===== config.mk =====
export PLATFORM = sky130hd
export DESIGN_NAME = mine_board_renderer
export DESIGN_NICKNAME = d
export VERILOG_FILES = /design/src/rtl/mine_board_renderer.sv
export SDC_FILE = /design/constraint.sdc
export NUM_CORES = 1
export LEC_CHECK = 0
export BUFFER_PORTS_ARGS = -buffer_cell sky130_fd_sc_hd__buf_2
export CAP_MARGIN = 40
export CELL_PAD_IN_SITES_DETAIL_PLACEMENT = 1
export CELL_PAD_IN_SITES_GLOBAL_PLACEMENT = 2
export CORE_MARGIN = 8
export CORE_UTILIZATION = 37
export CTS_BUF_LIST = sky130_fd_sc_hd__clkbuf_8
export DETAILED_ROUTE_END_ITERATION = 10
export GPL_TIMING_DRIVEN = 0
export PLACE_DENSITY_LB_ADDON = 0.1
export SLEW_MARGIN = 20
export SYNTH_ARGS = -nofsm -noshare
export SYNTH_HDL_FRONTEND = slang
export SYNTH_SLANG_ARGS = --single-unit

===== constraint.sdc =====
create_clock -name clk -period 3.7 [get_ports clk]
set_input_delay 0.37 -clock clk [delete_from_list [all_inputs] [get_ports clk]]
set_output_delay 0.37 -clock clk [all_outputs]
set_load 0.05 [all_outputs]

===== src/rtl/mine_board_renderer.sv =====
// Minesweeper board renderer: 640x480 VGA timing from a divided system clock,
// a two-stage pixel pipeline fed by an external synchronous status RAM, and a
// frame-synchronous cursor driven by edge-detected buttons.
module mine_board_renderer #(
    parameter int GRID_COLS    = 5,
    parameter int GRID_ROWS    = 5,
    parameter int CELL_SHIFT   = 6,
    parameter int ORIGIN_X     = 64,
    parameter int ORIGIN_Y     = 64,
    parameter int PIX_DIV      = 4,
    parameter int WRAP         = 0,
    parameter int HILITE_MODE  = 0,
    parameter logic [11:0] CURSOR_COLOR = 12'h777,
    parameter logic [11:0] BG_COLOR     = 12'h000,
    localparam int ADDR_W = (GRID_COLS * GRID_ROWS > 1) ? $clog2(GRID_COLS * GRID_ROWS) : 1,
    localparam int COL_W  = (GRID_COLS > 1) ? $clog2(GRID_COLS) : 1,
    localparam int ROW_W  = (GRID_ROWS > 1) ? $clog2(GRID_ROWS) : 1
) (
    input  logic              clk,
    input  logic              reset,
    input  logic              btn_left,
    input  logic              btn_right,
    input  logic              btn_up,
    input  logic              btn_down,
    output logic [ADDR_W-1:0] cell_addr,
    input  logic [3:0]        cell_data,
    output logic [COL_W-1:0]  cursor_col,
    output logic [ROW_W-1:0]  cursor_row,
    output logic              frame_start,
    output logic              hSync,
    output logic              vSync,
    output logic [3:0]        VGA_R,
    output logic [3:0]        VGA_G,
    output logic [3:0]        VGA_B
);
    localparam int DIV_W = (PIX_DIV > 1) ? $clog2(PIX_DIV) : 1;
    localparam logic [COL_W-1:0] COL_MAX = COL_W'(GRID_COLS - 1);
    localparam logic [ROW_W-1:0] ROW_MAX = ROW_W'(GRID_ROWS - 1);

    logic [DIV_W-1:0]  div_reg;
    logic              pix_en;
    logic [9:0]        h_reg, v_reg;
    logic [9:0]        dx, dy, col_idx, row_idx;
    logic [CELL_SHIFT-1:0] lo_x, lo_y;
    logic              in_board, cursor_hit, border_hit;
    logic              active_reg, board_reg, cursor_hit_reg, border_reg, hs1_reg, vs1_reg;
    logic [ADDR_W-1:0] cell_addr_reg;
    logic [11:0]       pal_color, colour_next, rgb_reg;
    logic              hsync_reg, vsync_reg;
    logic [3:0]        btn_vec, rise, pending;
    logic [COL_W-1:0]  cursor_col_reg, cursor_col_next;
    logic [ROW_W-1:0]  cursor_row_reg, cursor_row_next;

    assign pix_en      = (div_reg == DIV_W'(PIX_DIV - 1));
    // Gated by reset so no pulse escapes while the block is held in reset.
    assign frame_start = reset && pix_en && (h_reg == 10'd0) && (v_reg == 10'd0);

    // Pixel-rate divider.
    always_ff @(posedge clk) begin
        if (!reset)      div_reg <= '0;
        else if (pix_en) div_reg <= '0;
        else             div_reg <= div_reg + DIV_W'(1);
    end

    // Horizontal/vertical raster counters (800 x 525).
    always_ff @(posedge clk) begin
        if (!reset) begin
            h_reg <= '0;
            v_reg <= '0;
        end else if (pix_en) begin
            if (h_reg == 10'd799) begin
                h_reg <= '0;
                v_reg <= (v_reg == 10'd524) ? 10'd0 : v_reg + 10'd1;
            end else begin
                h_reg <= h_reg + 10'd1;
            end
        end
    end

    // Board geometry of the pixel currently issued by the counters.
    always_comb begin
        dx         = h_reg - 10'(ORIGIN_X);
        dy         = v_reg - 10'(ORIGIN_Y);
        col_idx    = dx >> CELL_SHIFT;
        row_idx    = dy >> CELL_SHIFT;
        lo_x       = dx[CELL_SHIFT-1:0];
        lo_y       = dy[CELL_SHIFT-1:0];
        in_board   = (h_reg >= 10'(ORIGIN_X)) && (v_reg >= 10'(ORIGIN_Y)) &&
                     (col_idx < 10'(GRID_COLS)) && (row_idx < 10'(GRID_ROWS));
        cursor_hit = (col_idx == 10'(cursor_col_reg)) && (row_idx == 10'(cursor_row_reg));
        // Two outermost pixels on each side of the cell.
        border_hit = (lo_x[CELL_SHIFT-1:1] == '0) || (lo_x[CELL_SHIFT-1:1] == '1) ||
                     (lo_y[CELL_SHIFT-1:1] == '0) || (lo_y[CELL_SHIFT-1:1] == '1);
    end

    // Stage 1: issue RAM address and latch per-pixel flags and syncs.
    always_ff @(posedge clk) begin
        if (!reset) begin
            active_reg     <= 1'b0;
            board_reg      <= 1'b0;
            cursor_hit_reg <= 1'b0;
            border_reg     <= 1'b0;
            hs1_reg        <= 1'b1;
            vs1_reg        <= 1'b1;
            cell_addr_reg  <= '0;
        end else if (pix_en) begin
            active_reg     <= (h_reg < 10'd640) && (v_reg < 10'd480);
            board_reg      <= in_board;
            cursor_hit_reg <= cursor_hit;
            border_reg     <= border_hit;
            hs1_reg        <= !((h_reg >= 10'd656) && (h_reg <= 10'd751));
            vs1_reg        <= !((v_reg >= 10'd490) && (v_reg <= 10'd491));
            cell_addr_reg  <= in_board ? ADDR_W'(row_idx * 10'(GRID_COLS) + col_idx) : '0;
        end
    end

    // Cell status palette.
    always_comb begin
        pal_color = 12'h000;
        case (cell_data)
            4'd0: pal_color = 12'hfff;
            4'd1: pal_color = 12'h770;
            4'd2: pal_color = 12'h0f0;
            4'd3: pal_color = 12'h00f;
            4'd4: pal_color = 12'h700;
            4'd5: pal_color = 12'h070;
            4'd6: pal_color = 12'h007;
            4'd7: pal_color = 12'hff0;
            4'd8: pal_color = 12'h0ff;
            4'd9: pal_color = 12'hf00;
            default: pal_color = 12'h000;
        endcase
    end

    // Stage 2 colour priority: blanking, background, cursor, cell status.
    always_comb begin
        colour_next = pal_color;
        if (!active_reg)
            colour_next = 12'h000;
        else if (!board_reg)
            colour_next = BG_COLOR;
        else if (cursor_hit_reg && ((HILITE_MODE == 0) || border_reg))
            colour_next = CURSOR_COLOR;
    end

    // Stage 2: output registers keep syncs aligned with colour.
    always_ff @(posedge clk) begin
        if (!reset) begin
            rgb_reg   <= '0;
            hsync_reg <= 1'b1;
            vsync_reg <= 1'b1;
        end else if (pix_en) begin
            rgb_reg   <= colour_next;
            hsync_reg <= hs1_reg;
            vsync_reg <= vs1_reg;
        end
    end

    assign btn_vec = {btn_down, btn_up, btn_right, btn_left};

    // Per-button edge detector and pending-move flag; an edge in the
    // frame_start clk survives into the next frame.
    genvar gi;
    generate
        for (gi = 0; gi < 4; gi++) begin : g_btn
            logic prev_reg, pend_reg;
            assign rise[gi]    = btn_vec[gi] && !prev_reg;
            assign pending[gi] = pend_reg;
            // Track button level and accumulate rising edges.
            always_ff @(posedge clk) begin
                if (!reset) begin
                    prev_reg <= 1'b0;
                    pend_reg <= 1'b0;
                end else begin
                    prev_reg <= btn_vec[gi];
                    pend_reg <= frame_start ? rise[gi] : (pend_reg || rise[gi]);
                end
            end
        end
    endgenerate

    // Net cursor move with wrap or clamp at the board edges.
    always_comb begin
        cursor_col_next = cursor_col_reg;
        cursor_row_next = cursor_row_reg;
        if (pending[1] && !pending[0])
            cursor_col_next = (cursor_col_reg == COL_MAX) ? ((WRAP != 0) ? '0 : COL_MAX)
                                                          : cursor_col_reg + COL_W'(1);
        else if (pending[0] && !pending[1])
            cursor_col_next = (cursor_col_reg == '0) ? ((WRAP != 0) ? COL_MAX : '0)
                                                     : cursor_col_reg - COL_W'(1);
        if (pending[3] && !pending[2])
            cursor_row_next = (cursor_row_reg == ROW_MAX) ? ((WRAP != 0) ? '0 : ROW_MAX)
                                                          : cursor_row_reg + ROW_W'(1);
        else if (pending[2] && !pending[3])
            cursor_row_next = (cursor_row_reg == '0) ? ((WRAP != 0) ? ROW_MAX : '0)
                                                     : cursor_row_reg - ROW_W'(1);
    end

    // Cursor only moves at the start of a frame.
    always_ff @(posedge clk) begin
        if (!reset) begin
            cursor_col_reg <= '0;
            cursor_row_reg <= '0;
        end else if (frame_start) begin
            cursor_col_reg <= cursor_col_next;
            cursor_row_reg <= cursor_row_next;
        end
    end

    assign cell_addr  = cell_addr_reg;
    assign cursor_col = cursor_col_reg;
    assign cursor_row = cursor_row_reg;
    assign hSync      = hsync_reg;
    assign vSync      = vsync_reg;
    assign {VGA_R, VGA_G, VGA_B} = rgb_reg;

endmodule


After elaboration in Yosys (flattened, before gate mapping):

Memories as Yosys holds them, arrays and structs flattened.
Cells that the tools add are included.

* output and inout port bits: 26
* register bits after elaboration: 60
* memories kept: 1
* memory bits (read-only): 192
* input bits: 10

Memory list
* (no name shown): words 16, width 12, rd ports 1, clocked after Yosys merged registers in 0, write ports 0, RTL line 120 `case (cell_data)`

* $mul: 1
* add/sub/neg operators: 10
* multiplexer cells: 18
* order comparisons: 10
* eq/ne operators: 7
* reductions and logical operators: 42
* bitwise gates (word level): 1

Operators by type and width (number)
* 12-bit 2-to-1 mux: 3
* 3-bit 2-to-1 mux: 8
* 10-bit by 1-bit adder with 10-bit output (second input constant): 2
* 10-bit == test (second input constant): 2
* 10-bit by 7-bit greater-or-equal comparator with 1-bit output (second input constant): 2
* 10-bit logical NOT: 2
* 10-bit 2-to-1 mux: 2
* 10-bit by 7-bit subtractor with 10-bit output (second input constant): 2
* 1-bit logical AND: 18
* 10-bit greater-or-equal comparator (second input constant): 1
* 10-bit by 9-bit greater-or-equal comparator with 1-bit output (second input constant): 1
* 10-bit less-or-equal comparator (second input constant): 1
* 10-bit by 9-bit less-or-equal comparator with 1-bit output (second input constant): 1
* 1-bit logical NOT: 10
* 10-bit less-than comparator (second input constant): 1
* 10-bit by 9-bit less-than comparator with 1-bit output (second input constant): 1
* 4-bit by 3-bit == test with 1-bit output: 2
* 4-bit by 3-bit less-than comparator with 1-bit output (second input constant): 2
* 3-bit by 1-bit adder with 3-bit output (second input constant): 2
* 3-bit == test (second input constant): 2
* 3-bit logical NOT: 2
* 2-bit AND reduction: 3
* 3-bit by 1-bit subtractor with 3-bit output (second input constant): 2
* 5-bit by 4-bit adder with 5-bit output: 1
* other kinds (9): 16

Logic depth before layout (Yosys ltp):

* depth in word-level cells: 5
* depth in mapped cells: 12
* mapped depth without buffers: 11

Worst setup path after synthesis:

OpenSTA, ideal clock, no wires.

* path type: reg-to-reg
* from: register v_reg[6]
* to: register cell_addr_reg[4], in the netlist cell_addr[4]
* buffers on the path: 0
* setup slack: 1.037 ns
* arrival time: 2.547 ns
* cell stages (with the launch flop): 11
* clock period less this slack: 2.663 ns
* cells stage by stage: dfxtp_1 -> inv_1 -> ha_1 -> xor2_1 -> ha_1 -> ha_1 -> ha_1 -> a21o_1 -> a21oi_1 -> xnor2_1 -> a22o_1

* longest elaborated chain between the ends: 5
* elaborated cells on any way between the ends: 9
* classes of those cells: 2 x add/sub; 1 x mul; 2 x order compare; 1 x mux; 3 x reduce/logical

RTL lines
* start, declared: RTL line 42 `logic [9:0] h_reg, v_reg;`
* start signal, assigned: RTL line 73 `v_reg <= (v_reg == 10'd524) ? 10'd0 : v_reg + 10'd1;`
* branches (longest 4 deep; another with 10-bit by 7-bit subtractor with 10-bit output)
* 5-bit 2-to-1 mux (*): RTL line 113 `cell_addr_reg <= in_board ? ADDR_W'(row_idx * 10'(GRID_COLS) + col_idx) : '0;`
* end signal, assigned: RTL line 113
* end, declared: RTL line 47 `logic [ADDR_W-1:0] cell_addr_reg;`

Every way passes the cells marked *.
A chain may end at the register's enable or synchronous reset.

Final worst setup path:

Same ends and word-level chain as after synthesis.

==> results.tsv <==
stage	metric	value	unit
status	status	finished clean	
power	Cell Int Power	772.0	uW
cts	Clock Tree Buf Depth	2	
global_routing	vias in the first global route	2718	
cts	cts bufs inserted	5	
synth	Post-Syn Instances	372	
global_routing	first-pass GRT wire length	13.25	mm
timing	Layout Skew	0.005880	ns
timing	Max Fclk	318.9	MHz
timing	Worst-Margin Slew	0.5906	ns
timing	RSZ-0062 raised after global routing	false	
run	max_cap viols	0	
place	Placed Instance Area	3592	um^2
synth	Most used DFF post-synth	dfxtp_1	
timing	Hold Fails Final Rpt	0	
worst_setup_path	worst r2r dst	cell_addr[4]	
worst_hold_path	worst min-delay path class	input pin to flop	
cts	Sink Count	54	
power	Combinational Power Share	8.2	%
worst_setup_path	CP most frequent cell	ha_1	
worst_setup_path	Top delay family on crit path	adder cells	
power	sw frac	24.83	%
synth	Post-synth ARST share	0	%
worst_setup_path	Worst path slowest cell	dfxtp_1	
timing	setup TNS	0	ns
die	cell row count	34	
worst_setup_path	CP Buf/Inv Count	1	
die	Initial Util	37.87	%
worst_setup_path	worst setup path startpoint	v_reg[6]	
cts	latest clock arrival within the worst-skew pair	0.30	ns
global_routing	GRT overflow	0	
synth	Mapped Area	3287	um^2
drt	Post-DRT Antenna Nets	0	
cts	H-tree levels	2	
drt	Total Routed Length	7.717	mm
worst_setup_path	Critical Path Sink	cell_addr[4]	
final_layout	commonest non-fill, non-tap cells in the layout	54 x dfxtp_1, 44 x nor2_1, 41 x buf_2, 39 x ha_1, 34 x inv_1	
worst_setup_path	Worst path depth	10	
final_layout	layout cells sized above 1	15.70	%
die	full die area	12160	um^2
power	Seq pwr share	58.2	%
global_routing	pin count of the biggest net entering global routing	16	
place	Final HPWL DP	6.075	mm
synth	Seq/Total Area, Yosys	32.89	%
global_routing	initial antenna violation count	0	
worst_setup_path	CP Cell Sequence	inv_1, ha_1, xor2_1, ha_1, ha_1, ha_1, a21o_1, a21oi_1, xnor2_1, a22o_1	
final_layout	Nets	464	
die	Die X	110.3	um
worst_setup_path	FF-to-FF setup slack	0.56	ns
place	IO Port Bufs	34	
timing	Slew Limit Fails	0	
cts	Root Buffer	clkbuf_8	
cts	CTS tree	done	
power	PwrDens	278.8	nW/um^2
power	Clk pwr share	33.6	%
worst_setup_path	R2R depth	10	
timing	Setup-failing EPs final	0	
worst_setup_path	Worst setup SP type	flop	
drt	DR pass1 iterations	5	
final_layout	Antenna Cells	0	
die	die height	110.3	um
cts	setup bufs post-CTS	0	
worst_setup_path	WS Path Type	flop to flop	
drt	DRC	0	
synth	Ys Warns	0	
place	RD Place Congestion	0.7898	
timing	min Tclk post-route	3.136	ns
synth	post-synthesis compound-gate area fraction	10.28	%
drt	Via density	5.011	
power	leakage power	1.603	nW
worst_setup_path	Crit. End Element	flop	
drt	DR vias	2616	
power	Peak VDD IR	0.0001261	V
worst_setup_path	CP Data Arrival Time	3.34	ns
final_layout	area grow syn2layout	12.07	%
timing	final worst slack	0.5639	ns
synth	#FFs+latches synth	54	
synth	number of flops mapped to enable cells by yosys	0	
global_routing	All-Layer GR Usage	13.42	%
synth	Synth Area in Adders	16.06	%
worst_setup_path	crit-path max cell delay	0.55	ns
die	# IOs	36	
synth	main combinational cell family by area after synthesis	simple AND/OR/NAND/NOR gates	
die	core box area	8678	um^2
timing	relative slew slack	60.63	%
cts	clock slew at reported path FFs	0.10	ns
final_layout	Final Cell Area	3684	um^2
worst_setup_path	WP data required	3.90	ns
place	pre-CTS setup slack	0.5530	ns
final_layout	most common cell after layout, fill and taps aside	dfxtp_1	
synth	post-synthesis simple-gate area fraction	21.81	%
worst_setup_path	Critical R2R Launch	v_reg[6]	
synth	Avg Cell Area, Syn	8.836	um^2
cts	# resized after CTS	0	
drt	DR WL/cell	14.78	um
synth	mux cell area share after synthesis	3.350	%
synth	XOR/XNOR Fraction of Synth Area	8.260	%
drt	initial DRC count	47	
timing	final period utilization	84.76	%
power	switching power	255.0	uW
synth	Synth cell types	46	
synth	Post-Synthesis Net Count	423	
worst_setup_path	critical path peak fanout	8	
cts	Post-CTS Hold Fix Bufs	0	
## Yosys cell counts, types with 4 or more instances
library cell	number	area (um^2)
nor2b_1	5	31.28
ha_1	39	488.0
nor3_1	5	25.02
xor2_1	11	96.34
a21oi_1	15	75.07
xnor2_1	20	175.2
inv_1	33	123.9
a211oi_1	6	45.04
nand4b_1	4	35.03
buf_4	6	45.04
nand4_1	6	37.54
and2_1	6	37.54
clkbuf_1	6	22.52
o21ai_0	13	65.06
nand2b_1	5	31.28
nor2_1	44	165.2
nand2_1	23	86.33
buf_2	7	35.03
mux2i_1	11	110.1
a22o_1	8	70.07
nand3_1	12	60.06
dfxtp_1	54	1081
## worst reg2reg max path: cells and delay by family (launching register included)
family	cells	cell delay [ns]
xor gates and xnor gates	2	0.49
DFF	1	0.55
buffers and inverters	1	0.21
AOI/OAI and AO/OA	3	0.54
adders and majority gates	4	1.24
## power by group through the flow
stage               registers (mW)  clock network [mW]  logic [mW]
floorplan                    0.611                   0      0.0597
global placement             0.611                   0      0.0838
detailed placement           0.612                   0      0.0857
CTS                          0.598               0.359      0.0861
global route                 0.600               0.385      0.0952
finish                       0.598               0.346      0.0838
## stage by stage
step | hold slack [ns] | power [mW] | cells | utilization [%]
3_3_place_gp | 0.4149 | 0.6945 | 514 | 41.39
4_1_cts | 0.2743 | 1.044 | 522 | 42.45
6_report | 0.2762 | 1.027 | 522 | 42.45
5_1_grt | 0.2692 | 1.080 | 522 | 42.45
2_1_floorplan | 0.4043 | 0.6709 | 372 | -
3_5_place_dp | 0.4411 | 0.6973 | 514 | 41.39
## kinds of logic after synthesis
| family | Yosys count |
|---|---|
| and+or+nand+nor | 129 |
| buffers and inverters | 54 |
| DFF | 54 |
| AOI/OAI and AO/OA | 52 |
| adders and majority gates | 41 |
| xor gates and xnor gates | 31 |
| muxes | 11 |
## layer usage
layer  up-vias  global-route usage (%)  routed length (um)
met5         -                       0                   0
met4         0                   2.569                  55
met3         4                   2.442                 265
met2        28                   23.83                3823
met1      1258                   16.55                3572
li1       1326                       -                   -
## how the worst min path moves through the flow
stage | startpoint | end | cells after the start
floorplan | div_reg[0] | div_reg[0] | 1
global placement | div_reg[0] | div_reg[0] | 1
detailed placement | board_reg | board_reg | 1
CTS | btn_left | g_btn[0].prev_reg | 2
global route | btn_left | g_btn[0].prev_reg | 2
finish | btn_left | g_btn[0].prev_reg | 2
## cell type report
type,count,area [um^2]
Multi-Input combinational cell,264,1964
Timing Repair Buffer,34,170.2
Sequential cell,54,1081
Clock buffer,6,82.58
Buffer,20,113.9
Clock inverter,2,8.758
Tap cell,108,135.1
Fill cell,1065,4995
Inverter,34,127.6
(Power assumes the default switching activity.)
